==> config.mk <==
export PLATFORM = sky130hd
export DESIGN_NAME = instr_encoder_loader
export DESIGN_NICKNAME = d
export VERILOG_FILES = /design/src/rtl/instr_encoder_loader.sv
export SDC_FILE = /design/constraint.sdc
export NUM_CORES = 1
export LEC_CHECK = 0
export CORE_MARGIN = 1
export CORE_UTILIZATION = 45
export CTS_CLUSTER_DIAMETER = 80
export DETAILED_ROUTE_END_ITERATION = 10
export GPL_ROUTABILITY_DRIVEN = 0
export PLACE_DENSITY = 0.93
export SYNTH_ARGS = -nofsm -noshare
export SYNTH_HDL_FRONTEND = slang
export SYNTH_SLANG_ARGS = --single-unit
==> constraint.sdc <==
create_clock -name clk -period 6 [get_ports clk]
set_input_delay 0.6 -clock clk [delete_from_list [all_inputs] [get_ports clk]]
set_output_delay 0.6 -clock clk [all_outputs]
set_load 0.03 [all_outputs]
==> src/rtl/instr_encoder_loader.sv <==
// MIPS instruction encoder that packs symbolic fields into 32-bit words and streams them into instruction memory.
// Optional NOP padding of the unwritten tail after an early finish is enabled by defining ENCODER_NOP_PAD_EN.
module instr_encoder_loader #(
  parameter int ADDR_W = 8,
  parameter int DEPTH  = 256
) (
  input  logic              clk,
  input  logic              reset,
  input  logic              start,
  input  logic              finish,
  input  logic              in_valid,
  output logic              in_ready,
  input  logic [3:0]        in_kind,
  input  logic [4:0]        in_rs,
  input  logic [4:0]        in_rt,
  input  logic [4:0]        in_rd,
  input  logic [15:0]       in_imm,
  input  logic [25:0]       in_target,
  output logic              mem_we,
  output logic [ADDR_W-1:0] mem_addr,
  output logic [31:0]       mem_wdata,
  output logic [ADDR_W:0]   word_count,
  output logic              busy,
  output logic              done,
  output logic              err_illegal
);

  localparam logic [ADDR_W:0] DEPTH_C = (ADDR_W+1)'(DEPTH);

  typedef enum logic [1:0] {S_IDLE, S_LOAD, S_PAD, S_DONE} state_t;

  state_t              state_q, state_d;
  logic [ADDR_W:0]     count_q, count_d, count_inc;
  logic                err_q, err_d;
  logic                we_q, we_d;
  logic [ADDR_W-1:0]   addr_q, addr_d;
  logic [31:0]         wdata_q, wdata_d;
  logic                accept;

  function automatic logic is_legal(input logic [3:0] kind);
    return kind <= 4'd9;
  endfunction

  function automatic logic [31:0] encode(input logic [3:0] kind, input logic [4:0] rs,
                                         input logic [4:0] rt, input logic [4:0] rd,
                                         input logic [15:0] imm, input logic [25:0] target);
    logic [31:0] w;
    w = 32'h0;
    case (kind)
      4'd0:    w = {6'b000000, rs, rt, rd, 5'b00000, 6'b100000};
      4'd1:    w = {6'b000000, rs, rt, rd, 5'b00000, 6'b100010};
      4'd2:    w = {6'b000000, rs, rt, rd, 5'b00000, 6'b100100};
      4'd3:    w = {6'b000000, rs, rt, rd, 5'b00000, 6'b100101};
      4'd4:    w = {6'b000000, rs, rt, rd, 5'b00000, 6'b101010};
      4'd5:    w = {6'b100011, rs, rt, imm};
      4'd6:    w = {6'b101011, rs, rt, imm};
      4'd7:    w = {6'b000100, rs, rt, imm};
      4'd8:    w = {6'b001101, rs, rt, imm};
      4'd9:    w = {6'b000010, target};
      default: w = 32'h0;
    endcase
    return w;
  endfunction

  always_ff @(posedge clk or posedge reset) begin
    if (reset) begin
      state_q <= S_IDLE;
      count_q <= '0;
      err_q   <= 1'b0;
      we_q    <= 1'b0;
      addr_q  <= '0;
      wdata_q <= '0;
    end else begin
      state_q <= state_d;
      count_q <= count_d;
      err_q   <= err_d;
      we_q    <= we_d;
      addr_q  <= addr_d;
      wdata_q <= wdata_d;
    end
  end

  always_comb begin
    state_d   = state_q;
    count_d   = count_q;
    err_d     = err_q;
    we_d      = 1'b0;
    addr_d    = addr_q;
    wdata_d   = wdata_q;
    count_inc = count_q + (ADDR_W+1)'(1);
    accept    = in_valid & in_ready;
    case (state_q)
      S_IDLE, S_DONE: begin
        if (start) begin
          state_d = S_LOAD;
          count_d = '0;
          err_d   = 1'b0;
        end
      end
      S_LOAD: begin
        if (accept && is_legal(in_kind)) begin
          we_d    = 1'b1;
          addr_d  = count_q[ADDR_W-1:0];
          wdata_d = encode(in_kind, in_rs, in_rt, in_rd, in_imm, in_target);
          count_d = count_inc;
        end else if (accept) begin
          err_d = 1'b1;
        end
        // Filling the last slot wins over finish; a coinciding accept is always written first.
        if (count_d == DEPTH_C) begin
          state_d = S_DONE;
        end else if (finish) begin
`ifdef ENCODER_NOP_PAD_EN
          state_d = S_PAD;
`else
          state_d = S_DONE;
`endif
        end
      end
`ifdef ENCODER_NOP_PAD_EN
      S_PAD: begin
        we_d    = 1'b1;
        addr_d  = count_q[ADDR_W-1:0];
        wdata_d = 32'h0;
        count_d = count_inc;
        if (count_inc == DEPTH_C) state_d = S_DONE;
      end
`endif
      default: state_d = S_IDLE;
    endcase
  end

  always_comb begin
    in_ready    = (state_q == S_LOAD) && (count_q < DEPTH_C);
    busy        = (state_q == S_LOAD) || (state_q == S_PAD);
    done        = (state_q == S_DONE);
    mem_we      = we_q;
    mem_addr    = addr_q;
    mem_wdata   = wdata_q;
    word_count  = count_q;
    err_illegal = err_q;
  end

endmodule
==> flow_metrics.py, run 1 <==
metrics = {
    "clocking": {
        "clock-root-buffer": "clkbuf_8",
        "numCtsBuffers": 5,
        "cts_hold_buf": 0,
        "cts_buffer_depth": 2,
        "htreeDepth": 2,
        "insertion_delay_ps": 300,
        "cts_tree": "built",
        "ctsResizeCount": 0,
        "cts.sinks": 52,
        "path_clk_slew_ps": 90,
        "cts_setup_buffers": 0,
    },
    "floorplanning": {
        "fp.dieW_um": 79.3,
        "fp.dieArea_mm2": 0.00629,
        "rows": 27,
        "fp.coreArea_mm2": 0.00564,
        "initial_utilization_pct": 47.7,
        "ios": 120,
        "fp.dieH_um": 79.3,
    },
    "final_layout": {
        "postLayoutCellArea_mm2": 0.00396,
        "fill_cells": 425,
        "areaGrowthSynthToFinish_pct": 47.3,
        "fin_util_pct": 70.3,
        "drive_above_1_share_pct": 3.95,
        "nNetsFinal": 476,
        "layout.cells.non_filler": 477,
        "num_antenna_cells": 0,
    },
    "place": {
        "io_buffers": 118,
        "place_area_mm2": 0.00388,
        "preCtsSetupSlack_ps": 2780,
        "dp_hpwl_mm": 5.92,
        "place_inst": 470,
    },
    "pwr": {
        "total_power_mw": 1.60,
        "peakVddDrop_mv": 0.284,
        "p_leak_nw": 1.65,
        "power_density_mw_per_mm2": 403,
    },
    "routing": {
        "drt_pass1_iterations": 4,
        "routedWlPerCell_um": 16.8,
        "via_per_inst": 5.58,
        "via_count": 2663,
        "final_antenna_net_count": 0,
        "drc_errors": 0,
        "drt_iter0_drc": 256,
        "wl_mm": 8.01,
    },
    "sta": {
        "clock_skew_ps": 4.14,
        "drv_slew": 0,
        "max_freq_ghz": 0.341,
        "period_share_pct": 48.9,
        "tns_ps": 0,
        "relSlewSlack_pct": 28.3,
        "fin_crit_ps": 2930,
        "worstMarginPinSlew_ps": 1070,
        "setup_viol": 0,
        "finalHoldViolCount": 0,
        "fin_ws_ps": 3070,
        "rsz0062_at_grt": "false",
        "whs_ps": 490,
    },
    "critical_path": {
        "start_kind": "input port",
        "crit_family": "buffers and inverters",
        "cp.depth": 8,
        "worstPathCellList": "clkdlybuf4s50_1, o21ai_2, nand2_1, buf_4, mux2i_1, o31a_1, o31ai_4, mux2_1",
        "critPathMaxFanout": 42,
        "crit_slowest_cell": "clkdlybuf4s50_1",
        "endpoint_kind": "flop",
        "worstSetupPathType": "in -> reg",
        "worst-path-buf-inv": 2,
        "r2r_cells": 8,
        "worstPathArrival_ps": 3120,
        "max_stage_delay_ps": 730,
        "r2r_start": "state_q[1]",
        "critical_path.startpoint": "in_kind[2]",
        "required_ps": 6190,
    },
    "logic_synthesis": {
        "synth_flop_cell": "dfrtp_1",
        "netlist_area_mm2": 0.00269,
        "synth_cell_types": 48,
        "synthCells": 300,
        "synth_warnings": 0,
        "synth_edf_count": 0,
        "synth.avg_cell_area_um2": 8.97,
        "synthArstFlopShare_pct": 100,
        "yosysSeqAreaShare_pct": 48.3,
        "syn-num-nets": 371,
        "ys_ff_latch": 52,
    },
    "worst_hold_path": {
        "whs_path_depth": 2,
        "min_path_type": "reg -> reg",
        "hp-start": "mem_wdata[29]",
    },
    "global_route": {
        "grt_max_degree": 53,
        "grt_pass1_vias": 2576,
        "grt_pass1_wl_mm": 12.6,
        "grt_usage_pct": 25.8,
        "grt_overflow": 0,
        "grt_antenna_before_repair": 0,
    },
    "status": {
        "status": "completed",
    },
    "job": {
        "drv_cap": 0,
    },
}
-- state kept, by name, summed over array words and instances (netlist names) --
name / flops
word_count: 9
mem_addr: 8
mem_we: 1
state_q: 2
mem_wdata: 31
err_illegal: 1
-- Yosys cell counts, drive strengths merged (2+ instances only) --
master  count  share of area [%]
dfrtp      52                 48
nor2       52                7.3
nand2      40                5.6
a221oi     25                8.1
o21ai      20                3.9
clkbuf     17                2.4
a21oi      15                2.8
inv        10                1.4
o31ai       6                2.2
ha          5                2.3
nand3       5                1.1
a21o        4                1.1
a31oi       4               0.93
buf         4                1.0
nand2b      4               0.93
nand4       4               0.93
nor2b       4               0.93
mux2        3                1.3
and3        2               0.65
and4        2               0.65
mux2i       2               0.74
or3         2               0.46
-- power by group --
group / total (mW) / internal (mW) / switching, mW / leakage [nW]
Sequential: 0.538 / 0.467 / 0.0715 / 0.651
Combinational: 0.864 / 0.356 / 0.508 / 0.962
Clock: 0.197 / 0.0815 / 0.116 / 0.0406
-- layer usage --
layer	up-vias	global-route usage [%]	routed length, um
met5	-	0	0
met4	0	7.64	77
met3	10	5.40	622
met2	122	44.1	3960
met1	1262	32.8	3350
li1	1269	-	-
-- worst reg2reg max path, stage by stage, from the launching register on --
cell and delay [ps]:
dfrtp_1 430, inv_1 90, ha_1 330, and3b_1 340
nand2_1 230, buf_4 330, inv_2 480, o21ai_0 240
mux2_2 310
-- path summary, 6_finish.rpt --
check / end / slack (ps)
min: mem_wdata[29] / 490
max in group asynchronous: mem_wdata[5] / 4450
min reg2reg: mem_wdata[29] / 490
max: state_q[1] / 3070
max reg2reg: word_count[0] / 3120
min in group asynchronous: mem_wdata[21] / 880
-- logic make-up after synthesis --
kind of cell / Yosys count / share of synthesized area, %
muxes: 5 / 2.00
xor gates and xnor gates: 2 / 0.651
AOI/OAI and AO/OA: 82 / 21.4
adders and majority gates: 5 / 2.32
and+or+nand+nor: 122 / 20.3
buffers and inverters: 31 / 4.79
DFF: 52 / 48.3
other: 1 / 0.139
-- final cells by class --
cell class / count / area (um2) / area share, %
Inverter: 10 / 37.5 / 0.947
Sequential cell: 52 / 1300 / 32.8
Timing Repair Buffer: 119 / 1190 / 30.0
Clock buffer: 5 / 68.8 / 1.74
Tap cell: 72 / 90.1 / 2.27
Clock inverter: 2 / 16.3 / 0.410
Multi-Input combinational cell: 217 / 1260 / 31.8
-- cell usage in the layout, fill, tap and decap left out, drive strengths merged, types with 2 or more instances in the layout --
master | Yosys | layout
a21o | 4 | 4
a21oi | 15 | 15
a221oi | 25 | 25
a31oi | 4 | 4
and3 | 2 | 2
and4 | 2 | 2
clkbuf | 17 | 5
clkdlybuf4s50 | 0 | 118
dfrtp | 52 | 52
ha | 5 | 5
inv | 10 | 11
mux2 | 3 | 3
mux2i | 2 | 2
nand2 | 40 | 40
nand2b | 4 | 4
nand3 | 5 | 5
nand4 | 4 | 4
nor2 | 52 | 52
nor2b | 4 | 4
o21ai | 20 | 20
o31ai | 6 | 6
or3 | 2 | 2
Note: power is estimated with default switching activity, not from simulation.
==> run 2: changes to the inputs <==
Settings changed: CORE_UTILIZATION 45 to 42, PLACE_DENSITY 0.93 to 0.88.
Clock period 6 ns to 2.8 ns, I/O delays scaled along.
==> run 2 against run 1 <==
  * Cell area grew 2.3%
  * Clock-buffer cell count is the same
  * Die area grew 7.0%
  * Core utilization shrank 3.4 points
  * Clock skew grew 6.4 ps
  * Register-to-register slack lost 2900 ps
  * Global-route usage shrank 1.1 points
  * Wire length grew 3.7%
  * Highest routed layer unchanged
  * Critical endpoint unchanged
  * Non-clock buffer count grew 8
==> flow_metrics.py, run 2 (synthesized netlist as in run 1, its figures left out) <==
metrics = {
    "job": {
        "drv_cap": 0,
    },
    "final_layout": {
        "drive_above_1_share_pct": 5.58,
        "largest_register_ffs": 31,
        "layout_commonest_cell": "clkdlybuf4s50_1",
        "fill_cells": 487,
        "final_cell_mix": "clkdlybuf4s50_1 (118), nor2_1 (52), dfrtp_1 (52)",
        "postLayoutCellArea_mm2": 0.00405,
        "nNetsFinal": 484,
        "areaGrowthSynthToFinish_pct": 50.6,
        "num_antenna_cells": 0,
    },
    "sta": {
        "tns_ps": 0,
        "fin_crit_ps": 2550,
        "setup_viol": 0,
        "relSlewSlack_pct": 42.8,
        "clock_skew_ps": 10.5,
        "worstMarginPinSlew_ps": 852,
        "max_freq_ghz": 0.392,
        "rsz0062_at_grt": "false",
        "period_share_pct": 91.1,
        "finalHoldViolCount": 0,
        "drv_slew": 0,
        "fin_ws_ps": 250,
    },
    "critical_path": {
        "required_ps": 2980,
        "crit_slowest_cell": "dfrtp_1",
        "worstPathCellList": "inv_1, ha_1, and3b_1, and3_4, nand3_2, o31a_1, o31ai_4, mux2_1",
        "cp.depth": 8,
        "worstSetupPathType": "reg -> reg",
        "critPathMaxFanout": 8,
        "endpoint_kind": "flop",
        "r2r-end": "state_q[1]",
        "start_kind": "flop",
        "r2r_cells": 8,
        "worstPathArrival_ps": 2730,
        "worst-path-buf-inv": 1,
        "crit_family": "simple AND/OR/NAND/NOR gates",
        "max_stage_delay_ps": 420,
        "r2r_start": "state_q[1]",
        "r2r_setup_slack_ps": 250,
    },
    "routing": {
        "drt_iter0_drc": 176,
        "wl_mm": 8.31,
        "via_count": 2771,
        "routedWlPerCell_um": 17.1,
        "final_antenna_net_count": 0,
        "via_per_inst": 5.69,
        "drt_pass1_iterations": 5,
        "drc_errors": 0,
    },
    "global_route": {
        "grt_max_degree": 53,
        "grt_pass1_vias": 2625,
        "grt_pass1_wl_mm": 12.5,
        "grt_overflow": 0,
        "grt_antenna_before_repair": 0,
        "grt_usage_pct": 24.7,
    },
    "clocking": {
        "numCtsBuffers": 5,
        "htreeDepth": 2,
        "ctsResizeCount": 0,
        "insertion_delay_ps": 310,
        "cts_hold_buf": 0,
        "cts_setup_buffers": 0,
        "clock-root-buffer": "clkbuf_8",
        "cts.sinks": 52,
        "path_clk_slew_ps": 90,
        "cts_buffer_depth": 2,
        "cts_tree": "built",
    },
    "worst_hold_path": {
        "min_path_type": "in -> async",
    },
    "floorplanning": {
        "ios": 120,
        "fp.dieW_um": 82.1,
        "fp.dieArea_mm2": 0.00673,
        "fp.coreArea_mm2": 0.00606,
        "rows": 28,
        "fp.dieH_um": 82.1,
        "initial_utilization_pct": 44.4,
    },
    "pwr": {
        "p_leak_nw": 1.71,
        "power_density_mw_per_mm2": 866,
        "peakVddDrop_mv": 0.628,
    },
    "place": {
        "io_buffers": 118,
        "preCtsSetupSlack_ps": 290,
        "dp_hpwl_mm": 6.18,
        "place_area_mm2": 0.00396,
    },
    "status": {
        "status": "completed",
    },
}
[run 2: changes by cell type in the layout (fill, tap and decap cells not counted), sizes merged]
cell / delta
bufinv: +1
buf: +8
clkinvlp: -1
inv: -1
[run 2: worst register-to-register path, stage by stage (launching register included)]
cell and delay (ps):
dfrtp_1 420, inv_1 90, ha_1 310, and3b_1 330
and3_4 250, nand3_2 100, o31a_1 290, o31ai_4 310
mux2_1 350
[run 2: through the flow]
step / util [%] / hold slack [ps] / std cells / power, mW
final: 66.9 / 459 / 487 / 3.51
after global routing: 66.9 / 512 / 487 / 3.71
after CTS: 66.9 / 486 / 487 / 3.53
after detailed placement: 65.3 / 465 / 481 / 3.03
after global placement: 65.3 / 463 / 481 / 2.99
after floorplan: - / 414 / 300 / 2.23
[run 2: layout make-up]
type / instances / area (um2) / share of cell area (%)
timing repair buffer: 127 / 1260 / 31.1
sequential: 52 / 1300 / 32.1
clock inverter: 1 / 30.0 / 0.741
multi-input combinational: 217 / 1260 / 31.1
inverter: 10 / 37.5 / 0.926
tap: 75 / 93.8 / 2.31
clock buffer: 5 / 68.8 / 1.70
[run 2: how the worst max path moves through the flow]
stage	from	to	slack (ps)
detailed placement	state_q[1]	state_q[1]	290
global route	state_q[1]	state_q[1]	140
finish	state_q[1]	state_q[1]	250
global placement	state_q[1]	state_q[1]	400
CTS	state_q[1]	state_q[1]	270
floorplan	state_q[1]	state_q[1]	520
[run 2: report_power, final]
| group | internal [mW] | switching, mW |
|---|---|---|
| logic | 0.775 | 1.09 |
| clock network | 0.257 | 0.237 |
| registers | 1.00 | 0.151 |
| total | 2.03 | 1.48 |
[run 2: routing by layer]
layer	track usage, %	wire length, um	up-vias
met3	7.11	898	20
li1	-	-	1293
met1	27.7	3190	1307
met4	10.9	195	0
met2	43.2	4030	151
met5	0	0	-
